<file path="config.mk">
export PLATFORM = sky130hd
export DESIGN_NAME = axi_lite_led_slave_flat
export DESIGN_NICKNAME = d
export VERILOG_FILES = /design/src/rtl/axi_led_pkg.sv /design/src/rtl/axi_lite_led_slave_if.sv /design/src/rtl/led_blink_gen.sv /design/src/rtl/axi_lite_led_slave.sv /design/src/flat_wrapper.sv
export SDC_FILE = /design/constraint.sdc
export NUM_CORES = 1
export LEC_CHECK = 0
export CORE_ASPECT_RATIO = 2
export CORE_MARGIN = 2
export CORE_UTILIZATION = 31
export DETAILED_ROUTE_END_ITERATION = 7
export PLACE_DENSITY_LB_ADDON = 0.3
export SLEW_MARGIN = 20
export SYNTH_ARGS = -nofsm -noshare
export SYNTH_HDL_FRONTEND = slang
export SYNTH_SLANG_ARGS = --single-unit
</file>
<file path="constraint.sdc">
create_clock -name S_ACLK -period 4.83 [get_ports S_ACLK]
set_clock_uncertainty 0.15 [all_clocks]
set_input_delay 0.7245 -clock S_ACLK [delete_from_list [all_inputs] [get_ports S_ACLK]]
set_output_delay 0.7245 -clock S_ACLK [all_outputs]
set_load 0.05 [all_outputs]
</file>
<file path="src/rtl/axi_led_pkg.sv">
// Shared definitions for the AXI4-Lite LED slave.
// Contents: register index encoding (ADDR[3:2]), CTRL bit positions, AXI response
// codes, handshake FSM state types, and a byte-strobe merge helper.
package axi_led_pkg;

    // Register index as decoded from ADDR[3:2] (byte offsets 0x0/0x4/0x8/0xC).
    typedef enum logic [1:0] {
        RegCtrl   = 2'd0,
        RegLedPat = 2'd1,
        RegPeriod = 2'd2,
        RegStatus = 2'd3
    } reg_idx_e;

    localparam int unsigned CTRL_EN_BIT    = 0;
    localparam int unsigned CTRL_BLINK_BIT = 1;

    localparam logic [1:0] RESP_OKAY   = 2'b00;
    localparam logic [1:0] RESP_SLVERR = 2'b10;

    // Write channel: AW and W buffers fill independently, then commit, then respond.
    typedef enum logic [2:0] {
        StWrIdle,
        StWrAddr,
        StWrData,
        StWrBoth,
        StWrResp
    } wr_state_e;

    typedef enum logic {
        StRdIdle,
        StRdResp
    } rd_state_e;

    // Replace only the bytes of old_val whose strobe bit is set.
    function automatic logic [31:0] apply_wstrb(input logic [31:0] old_val,
                                                input logic [31:0] data,
                                                input logic [3:0]  strb);
        logic [31:0] res;
        res = old_val;
        for (int i = 0; i < 4; i++) begin
            if (strb[i]) begin
                res[8*i +: 8] = data[8*i +: 8];
            end
        end
        return res;
    endfunction

endpackage

</file>
<file path="src/rtl/axi_lite_led_slave_if.sv">
// AXI4-Lite bus bundle between the LED IP's master and the LED slave.
// Signals: AW (valid/addr/ready), W (valid/data/strb/ready), B (valid/resp/ready),
// AR (valid/addr/ready), R (valid/data/resp/ready).
// Modports: slave (used by axi_lite_led_slave), master (used by the initiator).
interface axi_lite_led_slave_if #(
    parameter int unsigned ADDR_W = 4
);
    logic              S_AWVALID;
    logic [ADDR_W-1:0] S_AWADDR;
    logic              S_AWREADY;
    logic              S_WVALID;
    logic [31:0]       S_WDATA;
    logic [3:0]        S_WSTRB;
    logic              S_WREADY;
    logic              S_BVALID;
    logic [1:0]        S_BRESP;
    logic              S_BREADY;
    logic              S_ARVALID;
    logic [ADDR_W-1:0] S_ARADDR;
    logic              S_ARREADY;
    logic              S_RVALID;
    logic [31:0]       S_RDATA;
    logic [1:0]        S_RRESP;
    logic              S_RREADY;

    modport slave (
        input  S_AWVALID, S_AWADDR, S_WVALID, S_WDATA, S_WSTRB, S_BREADY,
               S_ARVALID, S_ARADDR, S_RREADY,
        output S_AWREADY, S_WREADY, S_BVALID, S_BRESP, S_ARREADY, S_RVALID,
               S_RDATA, S_RRESP
    );

    modport master (
        output S_AWVALID, S_AWADDR, S_WVALID, S_WDATA, S_WSTRB, S_BREADY,
               S_ARVALID, S_ARADDR, S_RREADY,
        input  S_AWREADY, S_WREADY, S_BVALID, S_BRESP, S_ARREADY, S_RVALID,
               S_RDATA, S_RRESP
    );
endinterface

</file>
<file path="src/rtl/led_blink_gen.sv">
// LED driver: steady or blinking output derived from CTRL/LED_PAT/PERIOD.
// Ports: clk_i, rst_ni (synchronous, active low), en_i, blink_i, period_i (half-period
// in cycles), led_pat_i, restart_i (clears counter/phase) -> led_o (registered), phase_o.
module led_blink_gen #(
    parameter int unsigned LED_W    = 8,
    parameter int unsigned PERIOD_W = 32
) (
    input  logic                clk_i,
    input  logic                rst_ni,
    input  logic                en_i,
    input  logic                blink_i,
    input  logic [PERIOD_W-1:0] period_i,
    input  logic [LED_W-1:0]    led_pat_i,
    input  logic                restart_i,
    output logic [LED_W-1:0]    led_o,
    output logic                phase_o
);
    logic [PERIOD_W-1:0] cnt_q, cnt_d;
    logic                phase_q, phase_d;
    logic [LED_W-1:0]    led_q, led_d;
    logic                blinking;

    // PERIOD == 0 degenerates to steady on.
    assign blinking = en_i && blink_i && (period_i != '0);

    always_comb begin
        cnt_d   = cnt_q;
        phase_d = phase_q;
        led_d   = '0;
        if (restart_i || !blinking) begin
            cnt_d   = '0;
            phase_d = 1'b0;
        end else if (cnt_q >= period_i - PERIOD_W'(1)) begin
            cnt_d   = '0;
            phase_d = ~phase_q;
        end else begin
            cnt_d = cnt_q + PERIOD_W'(1);
        end
        // Phase 0 is the lit half, so a fresh blink starts lit.
        if (en_i && !(blinking && phase_q)) begin
            led_d = led_pat_i;
        end
    end

    always_ff @(posedge clk_i) begin
        if (!rst_ni) begin
            cnt_q   <= '0;
            phase_q <= 1'b0;
            led_q   <= '0;
        end else begin
            cnt_q   <= cnt_d;
            phase_q <= phase_d;
            led_q   <= led_d;
        end
    end

    assign led_o   = led_q;
    assign phase_o = phase_q;
endmodule

</file>
<file path="src/rtl/axi_lite_led_slave.sv">
// AXI4-Lite slave terminating the LED IP's master: CTRL/LED_PAT/PERIOD/STATUS registers
// plus the LED driver.
// Ports: S_ACLK, S_ARESET_N (synchronous, active low), s_axi (slave modport of the
// AXI4-Lite bundle), led_out (LED drive).
module axi_lite_led_slave
    import axi_led_pkg::*;
#(
    parameter int unsigned ADDR_W   = 4,
    parameter int unsigned LED_W    = 8,
    parameter int unsigned PERIOD_W = 32
) (
    input  logic                 S_ACLK,
    input  logic                 S_ARESET_N,
    axi_lite_led_slave_if.slave  s_axi,
    output logic [LED_W-1:0]     led_out
);
    wr_state_e         wr_state_q, wr_state_d;
    rd_state_e         rd_state_q, rd_state_d;
    reg_idx_e          aw_idx_q;
    logic [31:0]       wdata_q;
    logic [3:0]        wstrb_q;
    logic [1:0]        bresp_q;
    logic [31:0]       rdata_q;
    logic [1:0]        ctrl_q;
    logic [31:0]       led_pat_q;
    logic [31:0]       period_q;
    logic [ADDR_W-1:0] awaddr, araddr;
    logic              aw_hs, w_hs, ar_hs, commit, restart;
    logic              phase;
    logic [LED_W-1:0]  led;
    logic [31:0]       reg_view [4];
    logic [31:0]       wr_merged;
    logic              unused_addr_lsbs;

    assign awaddr           = s_axi.S_AWADDR;
    assign araddr           = s_axi.S_ARADDR;
    assign unused_addr_lsbs = ^{awaddr[1:0], araddr[1:0]};

    // Readies are held low during reset so every output reads 0 while reset is asserted.
    assign s_axi.S_AWREADY = S_ARESET_N && (wr_state_q inside {StWrIdle, StWrData});
    assign s_axi.S_WREADY  = S_ARESET_N && (wr_state_q inside {StWrIdle, StWrAddr});
    assign s_axi.S_BVALID  = (wr_state_q == StWrResp);
    assign s_axi.S_BRESP   = bresp_q;
    assign s_axi.S_ARREADY = S_ARESET_N && (rd_state_q == StRdIdle);
    assign s_axi.S_RVALID  = (rd_state_q == StRdResp);
    assign s_axi.S_RDATA   = rdata_q;
    assign s_axi.S_RRESP   = RESP_OKAY;

    assign aw_hs   = s_axi.S_AWVALID && s_axi.S_AWREADY;
    assign w_hs    = s_axi.S_WVALID && s_axi.S_WREADY;
    assign ar_hs   = s_axi.S_ARVALID && s_axi.S_ARREADY;
    assign commit  = (wr_state_q == StWrBoth);
    assign restart = commit && (aw_idx_q == RegCtrl || aw_idx_q == RegPeriod);

    always_comb begin
        reg_view[RegCtrl]   = {30'b0, ctrl_q};
        reg_view[RegLedPat] = led_pat_q;
        reg_view[RegPeriod] = period_q;
        reg_view[RegStatus] = {phase, {(31 - LED_W){1'b0}}, led};
    end

    assign wr_merged = apply_wstrb(reg_view[aw_idx_q], wdata_q, wstrb_q);

    always_comb begin
        wr_state_d = wr_state_q;
        case (wr_state_q)
            StWrIdle: begin
                if (aw_hs && w_hs) wr_state_d = StWrBoth;
                else if (aw_hs)    wr_state_d = StWrAddr;
                else if (w_hs)     wr_state_d = StWrData;
            end
            StWrAddr: if (w_hs)  wr_state_d = StWrBoth;
            StWrData: if (aw_hs) wr_state_d = StWrBoth;
            StWrBoth: wr_state_d = StWrResp;
            StWrResp: if (s_axi.S_BREADY) wr_state_d = StWrIdle;
            default:  wr_state_d = StWrIdle;
        endcase
    end

    always_comb begin
        rd_state_d = rd_state_q;
        case (rd_state_q)
            StRdIdle: if (ar_hs) rd_state_d = StRdResp;
            StRdResp: if (s_axi.S_RREADY) rd_state_d = StRdIdle;
            default:  rd_state_d = StRdIdle;
        endcase
    end

    always_ff @(posedge S_ACLK) begin
        if (!S_ARESET_N) begin
            wr_state_q <= StWrIdle;
            rd_state_q <= StRdIdle;
            aw_idx_q   <= RegCtrl;
            wdata_q    <= '0;
            wstrb_q    <= '0;
            bresp_q    <= RESP_OKAY;
            rdata_q    <= '0;
            ctrl_q     <= '0;
            led_pat_q  <= '0;
            period_q   <= '0;
        end else begin
            wr_state_q <= wr_state_d;
            rd_state_q <= rd_state_d;
            if (aw_hs) aw_idx_q <= reg_idx_e'(awaddr[3:2]);
            if (w_hs) begin
                wdata_q <= s_axi.S_WDATA;
                wstrb_q <= s_axi.S_WSTRB;
            end
            if (commit) begin
                bresp_q <= RESP_OKAY;
                case (aw_idx_q)
                    RegCtrl:   ctrl_q    <= wr_merged[1:0];
                    RegLedPat: led_pat_q <= wr_merged;
                    RegPeriod: period_q  <= wr_merged;
                    default:   bresp_q   <= RESP_SLVERR;
                endcase
            end
            // Sampled from pre-commit register values, so a same-edge write is not visible.
            if (ar_hs) rdata_q <= reg_view[araddr[3:2]];
        end
    end

    led_blink_gen #(
        .LED_W    (LED_W),
        .PERIOD_W (PERIOD_W)
    ) u_blink (
        .clk_i     (S_ACLK),
        .rst_ni    (S_ARESET_N),
        .en_i      (ctrl_q[CTRL_EN_BIT]),
        .blink_i   (ctrl_q[CTRL_BLINK_BIT]),
        .period_i  (period_q[PERIOD_W-1:0]),
        .led_pat_i (led_pat_q[LED_W-1:0]),
        .restart_i (restart),
        .led_o     (led),
        .phase_o   (phase)
    );

    assign led_out = led;
endmodule

</file>
<file path="src/flat_wrapper.sv">
// flat-port wrapper written by rule: the top's interface ports become plain ports
module axi_lite_led_slave_flat import axi_led_pkg::*;
#(
    parameter int unsigned ADDR_W   = 4,
    parameter int unsigned LED_W    = 8,
    parameter int unsigned PERIOD_W = 32
)
  (S_ACLK, S_ARESET_N, led_out, s_axi_S_AWVALID, s_axi_S_AWADDR, s_axi_S_WVALID, s_axi_S_WDATA, s_axi_S_WSTRB, s_axi_S_BREADY, s_axi_S_ARVALID, s_axi_S_ARADDR, s_axi_S_RREADY, s_axi_S_AWREADY, s_axi_S_WREADY, s_axi_S_BVALID, s_axi_S_BRESP, s_axi_S_ARREADY, s_axi_S_RVALID, s_axi_S_RDATA, s_axi_S_RRESP);
  axi_lite_led_slave_if #(.ADDR_W(ADDR_W)) s_axi_i ();
  input  logic S_ACLK;
  input  logic S_ARESET_N;
  output logic [LED_W-1:0] led_out;
  input wire logic [$bits(s_axi_i.S_AWVALID)-1:0] s_axi_S_AWVALID;
  input wire logic [$bits(s_axi_i.S_AWADDR)-1:0] s_axi_S_AWADDR;
  input wire logic [$bits(s_axi_i.S_WVALID)-1:0] s_axi_S_WVALID;
  input wire logic [$bits(s_axi_i.S_WDATA)-1:0] s_axi_S_WDATA;
  input wire logic [$bits(s_axi_i.S_WSTRB)-1:0] s_axi_S_WSTRB;
  input wire logic [$bits(s_axi_i.S_BREADY)-1:0] s_axi_S_BREADY;
  input wire logic [$bits(s_axi_i.S_ARVALID)-1:0] s_axi_S_ARVALID;
  input wire logic [$bits(s_axi_i.S_ARADDR)-1:0] s_axi_S_ARADDR;
  input wire logic [$bits(s_axi_i.S_RREADY)-1:0] s_axi_S_RREADY;
  output wire logic [$bits(s_axi_i.S_AWREADY)-1:0] s_axi_S_AWREADY;
  output wire logic [$bits(s_axi_i.S_WREADY)-1:0] s_axi_S_WREADY;
  output wire logic [$bits(s_axi_i.S_BVALID)-1:0] s_axi_S_BVALID;
  output wire logic [$bits(s_axi_i.S_BRESP)-1:0] s_axi_S_BRESP;
  output wire logic [$bits(s_axi_i.S_ARREADY)-1:0] s_axi_S_ARREADY;
  output wire logic [$bits(s_axi_i.S_RVALID)-1:0] s_axi_S_RVALID;
  output wire logic [$bits(s_axi_i.S_RDATA)-1:0] s_axi_S_RDATA;
  output wire logic [$bits(s_axi_i.S_RRESP)-1:0] s_axi_S_RRESP;
  assign s_axi_i.S_AWVALID = s_axi_S_AWVALID;
  assign s_axi_i.S_AWADDR = s_axi_S_AWADDR;
  assign s_axi_i.S_WVALID = s_axi_S_WVALID;
  assign s_axi_i.S_WDATA = s_axi_S_WDATA;
  assign s_axi_i.S_WSTRB = s_axi_S_WSTRB;
  assign s_axi_i.S_BREADY = s_axi_S_BREADY;
  assign s_axi_i.S_ARVALID = s_axi_S_ARVALID;
  assign s_axi_i.S_ARADDR = s_axi_S_ARADDR;
  assign s_axi_i.S_RREADY = s_axi_S_RREADY;
  assign s_axi_S_AWREADY = s_axi_i.S_AWREADY;
  assign s_axi_S_WREADY = s_axi_i.S_WREADY;
  assign s_axi_S_BVALID = s_axi_i.S_BVALID;
  assign s_axi_S_BRESP = s_axi_i.S_BRESP;
  assign s_axi_S_ARREADY = s_axi_i.S_ARREADY;
  assign s_axi_S_RVALID = s_axi_i.S_RVALID;
  assign s_axi_S_RDATA = s_axi_i.S_RDATA;
  assign s_axi_S_RRESP = s_axi_i.S_RRESP;
  axi_lite_led_slave #(.ADDR_W(ADDR_W), .LED_W(LED_W), .PERIOD_W(PERIOD_W)) u_core (.S_ACLK(S_ACLK), .S_ARESET_N(S_ARESET_N), .s_axi(s_axi_i), .led_out(led_out));
endmodule
</file>
# Word-level counts from Yosys, hierarchy flattened
# Index checks and enable logic that the tools add are counted.
[word_totals]
regBits = 183
input_bits = 51
out_inout_bits = 49
word_cells = 83
[classes]
addsub = 2
magnitude_cmp = 3
eq_ne = 10
muxes = 21
n_bitwise = 5
n_reduce_logical = 29
[op_table]
columns = ["cell", "n"]
rows = [
  ["$bmux W32 S2", 2],
  ["$mux W32", 4],
  ["$add A32 B1 Y32 const B", 1],
  ["$ge A32 B32 Y1", 1],
  ["$mux W8", 4],
  ["$reduce_bool A32 Y1", 1],
  ["$sub A32 B1 Y32 const B", 1],
  ["$mux W3", 6],
  ["$pmux W3 S5", 1],
  ["$logic_and A1 B1 Y1", 12],
  ["$reduce_and A2 Y1", 4],
  ["$eq A3 B2 Y1 const B", 2],
  ["$ge A3 B3 Y1 const B", 2],
  ["$not A2 Y3", 2],
  ["$reduce_or A3 Y1", 2],
  ["$ne A2 B1 Y1 const B", 2],
  ["$ne A4 B2 Y1 const B", 1],
  ["$reduce_and A4 Y1", 1],
  ["$reduce_bool A2 Y1", 2],
  ["$eq A3 B1 Y1 const B", 1],
  ["$eq A3 B3 Y1 const B", 1],
  ["$logic_not A3 Y1", 1],
  ["$not A1 Y1", 3],
  ["$eq A2 B1 Y1 const B", 1],
  ["other kinds (9)", 12],
]

# Logic depth before layout (Yosys ltp)
[logic_depth]
word_depth = 8
mapped_depth = 16
depth_no_buf = 14

# Hierarchy
# Synthesis repeated with hierarchy kept, for this count alone.
[hier_totals]
hier_cells = 1040
area_unflattened_um2 = 9192.6
[by_module_without_submodules]
columns = ["module", "n_inst", "cells_per_inst", "area_per_inst_um2", "seq_area_each_um2"]
rows = [
  ["axi_lite_led_slave", 1, 701, 6312.3, 2822.7],
  ["led_blink_gen", 1, 339, 2880.3, 820.8],
]

# Worst setup path after synthesis
# Ideal clock, no wire load.
[synth_path]
path_type = "register -> register"
start = "register u_core.period_q[2]"
end = "register u_core.u_blink.cnt_q[10]"
setup_ns = 0.064
arrival_ns = 3.577
required_ns = 4.616
slack_ns = 1.038
stages_incl_launch_ff = 16
n_path_buf = 3
synth_period_minus_slack_ns = 3.792
path_cell_list = "dfxtp_1 buf_6 or3_1 or4_1 buf_2 nor3_4 nand2_1 xor2_1 ha_1 a21oi_1 o21ai_1 a221o_1 a2111oi_1 nand3_1 buf_2 nor2_1"
[synth_via]
elab_chain_cells = 5
word_cells_on_any_way = 7
cone_classes = "add/sub: 1; order compare: 1; reduce/logical: 5"
[synth_rtl]
columns = ["element", "line_no", "text"]
rows = [
  ["start, declared", "axi_lite_led_slave.sv:26", "logic [31:0] period_q;"],
  ["start signal, assigned", "axi_lite_led_slave.sv:114", "RegPeriod: period_q <= wr_merged;"],
  ["parallel branches: the longest is 4 deep, another holds $sub A32 B1 Y32", "n/a", ""],
  ["$reduce_or A3 Y1 (no source line) *", "n/a", ""],
  ["end signal, assigned", "led_blink_gen.sv:51", "cnt_q <= cnt_d;"],
  ["end, declared", "led_blink_gen.sv:18", "logic [PERIOD_W-1:0] cnt_q, cnt_d;"],
]
# Every way passes the cells marked *.
# A chain may end at the register's enable or synchronous reset.

# Worst setup path after layout
[layout_path]
start = "register u_core.period_q[2]"
end = "register u_core.u_blink.cnt_q[28]"
# The elaborated chain is that of the path after synthesis.

==> PnR_summary.wiki <==
{| class="wikitable"
! Metric !! Value
|-
| Outcome || completed
|-
| Clock network fraction of total power || 38.8%
|-
| Detailed-route via count || 7,746
|-
| Number of H-tree branching levels || 4
|-
| Type of element launching the critical path || flip-flop
|-
| Detailed Place HPWL || 17,000 um
|-
| Core area || 0.0287 mm2
|-
| Global Route Usage Sum || 16.0%
|-
| Die X-Extent || 125 um
|-
| Number of pins exceeding their max-slew limit in the final report || 0
|-
| Final Hold Fails || 0
|-
| Final global-route overflow total || 0
|-
| Multiplexer fraction of the synthesized cell area || 2.97%
|-
| Transition time at the pin with the least slew margin || 1.02 ns
|-
| Final core utilization || 37.3%
|-
| Fraction of synthesized cell area in xor and xnor cells || 5.83%
|-
| Resized cells post-CTS || 0
|-
| Final routed DRC violation total || 0
|-
| Buffers added on ports || 92
|-
| Number of different library cells in the post-synthesis netlist || 55
|-
| Total clock sinks || 182
|-
| Type of the tightest min-delay check || reg2reg
|-
| Logic depth of the worst register-to-register path || 14
|-
| Mapped Cells || 1,119
|-
| Shortest clock period the worst path allows after layout || 4.33 ns
|-
| Slowest CP cell || sky130_fd_sc_hd__or4_1
|-
| Vias per std cell || 5.05
|-
| Critical Path Fanout Max || 32
|-
| Arithmetic-cell share of the synthesized area counting full adders, half adders and majority gates || 4.72%
|-
| Insertion delay to the later sink of the worst-skew pair || 0.45 ns
|-
| TritonCTS clock tree || done
|-
| Worst setup slack before clock tree synthesis || 0.540 ns
|-
| Buffer depth of the longest clock path || 2
|-
| IO Count || 100
|-
| Power density cells || 330 mW/mm2
|-
| Cells traversed along the worst timing path || or3_1 -> or4_1 -> nor3_4 -> nand2_2 -> nor3_1 -> xnor2_1 -> ha_1 -> a21o_1 -> a21oi_1 -> nor2b_1 -> a2111oi_1 -> nand3_1 -> buf_4 -> nor2_1
|-
| Initial antenna violation count || 0
|-
| Post-synth top flop || sky130_fd_sc_hd__dfxtp_1
|-
| Root buffer cell || sky130_fd_sc_hd__clkbuf_16
|-
| Required @ worst endpoint || 5.06 ns
|-
| Sequential cell fraction of total power || 47.7%
|-
| Global-route wire length before repair || 39,500 um
|-
| Post-DRT Antenna Nets || 0
|-
| Largest area contributor in the synthesized netlist || sky130_fd_sc_hd__dfxtp_1
|-
| Final period utilization || 89.6%
|-
| Area growth, synth to finish || 19.1%
|-
| Final TNS setup || 0 ns
|-
| Nature of the critical path endpoint || flip-flop
|-
| Reg-to-reg endpoint || u_core.u_blink.cnt_q[28]
|-
| Async S/R FF share, synth || 0%
|-
| End point of the critical path || u_core.u_blink.cnt_q[28]
|-
| Logic gate share of total power || 13.4%
|-
| Number of clock buffers inserted by TritonCTS || 17
|-
| Flops & latches, synth || 182
|-
| Power after layout || 3540 uW
|-
| Number of design-rule violations left by the first detailed-router iteration || 319
|-
| ANT cells || 0
|-
| Avg Cell Area, Syn || 8.05 um2
|-
| Max Clk Rate || 231 MHz
|-
| Total of fill cells in the finished design || 2,969
|-
| Post-CTS setup buffers || 0
|-
| Length of the first detailed-routing pass in iterations || 5
|-
| Area contributors post-synth || sky130_fd_sc_hd__dfxtp_1, sky130_fd_sc_hd__nand2_1, sky130_fd_sc_hd__nor2_1
|-
| P_leak || 0.00388 uW
|-
| Crit path largest cell delay || 0.61 ns
|-
| Switching power share of the total || 28.9%
|-
| Portion of the post-synthesis area used by sequential elements || 40.5%
|-
| Worst slew margin relative to its limit || 31.8%
|-
| R2R setup slack || 0.50 ns
|-
| Dominant combinational cell family by area after synthesis || simple AND/OR/NAND/NOR gates
|-
| Total routed wirelength || 23,800 um
|-
| Largest net degree at the start of global routing || 77
|-
| Initial Util || 31.3%
|-
| Setup WS post-layout || 0.504 ns
|-
| Warnings from Yosys || 0
|-
| Synth Area in Compound Gates || 18.6%
|-
| Worst setup path startpoint || u_core.period_q[2]
|-
| Average wire per cell in the routed design || 15.5 um
|-
| Vias in the first global route || 7,766
|-
| CP Data Arrival Time || 4.56 ns
|-
| Number of max-capacitance violations reported || 0
|-
| Total standard cell area after synthesis || 0.00901 mm2
|-
| Fraction of post-synthesis cell area in the top cell type by area || 40.5%
|-
| Worst setup path class || reg2reg
|-
| Share of layout cells above drive strength 1 || 6.47%
|-
| Share of synthesized cell area in and, or, nand and nor gates || 22.7%
|-
| Number of flops mapped to enable cells by yosys || 0
|-
| Internal power || 2510 uW
|-
| Clock transition at the registers of the reported paths || 0.07 ns
|-
| Final Wtd Congestion || 0.824
|-
| Die outline area || 0.0305 mm2
|-
| Number of rows created at floorplan || 88
|-
| Final-report setup violation count || 0
|-
| RSZ-0062 raised after global routing || false
|-
| Reported net switching power || 1020 uW
|-
| Floorplan die height || 245 um
|-
| Startpoint of the worst-slack reg-to-reg timing path || u_core.period_q[2]
|-
| NumNets Final || 1,246
|-
| Peak supply drop || 283 uV
|-
| Count of hold-fix buffers inserted at cts || 0
|}
[how the worst min path moves through the flow]
stage                                  startpoint                       to  slack [ns]  cells after the start
after floorplan           u_core.u_blink.cnt_q[0]  u_core.u_blink.cnt_q[0]        0.28                      1
after global placement    u_core.u_blink.cnt_q[0]  u_core.u_blink.cnt_q[0]        0.29                      1
after detailed placement  u_core.s_axi.S_RDATA[1]  u_core.s_axi.S_RDATA[1]        0.30                      2
after CTS                 u_core.s_axi.S_RDATA[1]  u_core.s_axi.S_RDATA[1]        0.31                      2
after global routing           u_core.wdata_q[14]       u_core.wdata_q[14]        0.32                      2
final                     u_core.s_axi.S_RDATA[1]  u_core.s_axi.S_RDATA[1]        0.31                      2
[worst max-delay path, delay by kind of cell, from the launching register on]
family / cells / cell delay (ns)
fa+ha+maj: 1 / 0.27
flops: 1 / 0.39
compound gates: 3 / 0.89
buf+inv: 1 / 0.27
xor+xnor: 1 / 0.16
simple gates: 8 / 2.11
[power groups by stage]
| stage | combinational [uW] | clock, uW | sequential (uW) |
|---|---|---|---|
| after floorplan | 370 | 0 | 1650 |
| after global placement | 475 | 0 | 1720 |
| after detailed placement | 478 | 0 | 1720 |
| after CTS | 480 | 1410 | 1690 |
| after global routing | 525 | 1460 | 1700 |
| final | 475 | 1370 | 1690 |
[through the flow]
stage                     cell area [um2]  std cells  hold slack, ns
after detailed placement            10200       1502           0.297
after floorplan                      9010       1121           0.276
after CTS                           10700       1534           0.309
after global placement              10200       1502           0.290
after global routing                10700       1534           0.324
final                               10700       1534           0.308
[sequential cells by signal, summed over array words and instances, names as in the netlist]
signal                  flops
u_core.ctrl_q               2
u_core.led_pat_q           32
u_core.wr_state_q           3
u_core.u_blink.led_o        8
u_core.wstrb_q              4
u_core.aw_idx_q             2
u_core.period_q            32
u_core.u_blink.cnt_q       32
u_core.s_axi.S_BRESP        1
u_core.u_blink.phase_o      1
u_core.wdata_q             32
u_core.s_axi.S_RDATA       32
u_core.s_axi.S_RVALID       1
[cell usage in the layout, fill, tap and decap left out, types with 4 or more instances in the layout]
cell type / instances
sky130_fd_sc_hd__a211oi_1: 8
sky130_fd_sc_hd__a21oi_1: 56
sky130_fd_sc_hd__a221oi_1: 9
sky130_fd_sc_hd__a22oi_1: 53
sky130_fd_sc_hd__and2_1: 11
sky130_fd_sc_hd__and3_1: 6
sky130_fd_sc_hd__buf_4: 13
sky130_fd_sc_hd__clkbuf_16: 17
sky130_fd_sc_hd__clkdlybuf4s50_1: 91
sky130_fd_sc_hd__clkinv_2: 6
sky130_fd_sc_hd__dfxtp_1: 182
sky130_fd_sc_hd__ha_1: 34
sky130_fd_sc_hd__inv_1: 21
sky130_fd_sc_hd__mux2_2: 14
sky130_fd_sc_hd__mux4_2: 4
sky130_fd_sc_hd__nand2_1: 173
sky130_fd_sc_hd__nand3_1: 55
sky130_fd_sc_hd__nand4_1: 9
sky130_fd_sc_hd__nor2_1: 141
sky130_fd_sc_hd__nor3_1: 18
sky130_fd_sc_hd__nor4_1: 8
sky130_fd_sc_hd__o21a_1: 49
sky130_fd_sc_hd__o21ai_0: 69
sky130_fd_sc_hd__o31ai_1: 6
sky130_fd_sc_hd__or4_1: 4
sky130_fd_sc_hd__xnor2_1: 35
sky130_fd_sc_hd__xor2_1: 25
[Yosys cell counts, types with 2 or more instances]
master                     count
sky130_fd_sc_hd__ha_1         34
sky130_fd_sc_hd__nor2_1      141
sky130_fd_sc_hd__nand4_1       9
sky130_fd_sc_hd__xnor2_1      35
sky130_fd_sc_hd__buf_4         3
sky130_fd_sc_hd__and3b_1       2
sky130_fd_sc_hd__and3_1        6
sky130_fd_sc_hd__o31ai_1       6
sky130_fd_sc_hd__a21oi_1      56
sky130_fd_sc_hd__o21a_1       49
sky130_fd_sc_hd__buf_2         4
sky130_fd_sc_hd__nand2_1     174
sky130_fd_sc_hd__a221oi_1      9
sky130_fd_sc_hd__nor2b_1       6
sky130_fd_sc_hd__a211oi_1      8
sky130_fd_sc_hd__nand3b_1      3
sky130_fd_sc_hd__mux2_2       14
sky130_fd_sc_hd__inv_1        22
sky130_fd_sc_hd__or4_1         4
sky130_fd_sc_hd__nand2b_1      2
sky130_fd_sc_hd__o21ai_0      69
sky130_fd_sc_hd__or3_1         2
sky130_fd_sc_hd__a21o_1        3
sky130_fd_sc_hd__nor4_1        8
sky130_fd_sc_hd__nor3b_1       4
sky130_fd_sc_hd__clkbuf_1     72
sky130_fd_sc_hd__nand3_1      55
sky130_fd_sc_hd__mux2i_1       2
sky130_fd_sc_hd__dfxtp_1     182
sky130_fd_sc_hd__a22oi_1      53
sky130_fd_sc_hd__nor3_1       18
sky130_fd_sc_hd__xor2_1       25
sky130_fd_sc_hd__buf_1         4
sky130_fd_sc_hd__mux4_2        4
sky130_fd_sc_hd__and2_1       11
[area by class of cell]
type	instances	area (um2)	share of cell area (%)
Clock buffer	19	433	4.04
Sequential cell	182	3640	34.0
Inverter	22	82.6	0.770
Timing Repair Buffer	105	1010	9.45
Clock inverter	13	131	1.23
Tap cell	360	450	4.20
Multi-Input combinational cell	833	4970	46.3
[cells by family (layout without fill, tap and decap cells)]
| logic type | after synthesis | count (layout) |
|---|---|---|
| mux | 20 | 20 |
| fa+ha+maj | 34 | 34 |
| xor+xnor | 60 | 60 |
| simple gates | 454 | 454 |
| compound gates | 262 | 262 |
| other cells | 1 | 3 |
| flops | 182 | 182 |
| buf+inv | 106 | 159 |
[layer usage]
| metal | up-vias | GRT usage [%] | wire length (um) |
|---|---|---|---|
| li1 | 3946 | - | - |
| met1 | 3631 | 17.5 | 9820 |
| met2 | 138 | 29.7 | 12700 |
| met3 | 31 | 2.70 | 716 |
| met4 | 0 | 7.53 | 636 |
| met5 | - | 0 | 0 |
Power figures use the tool's default switching activity.
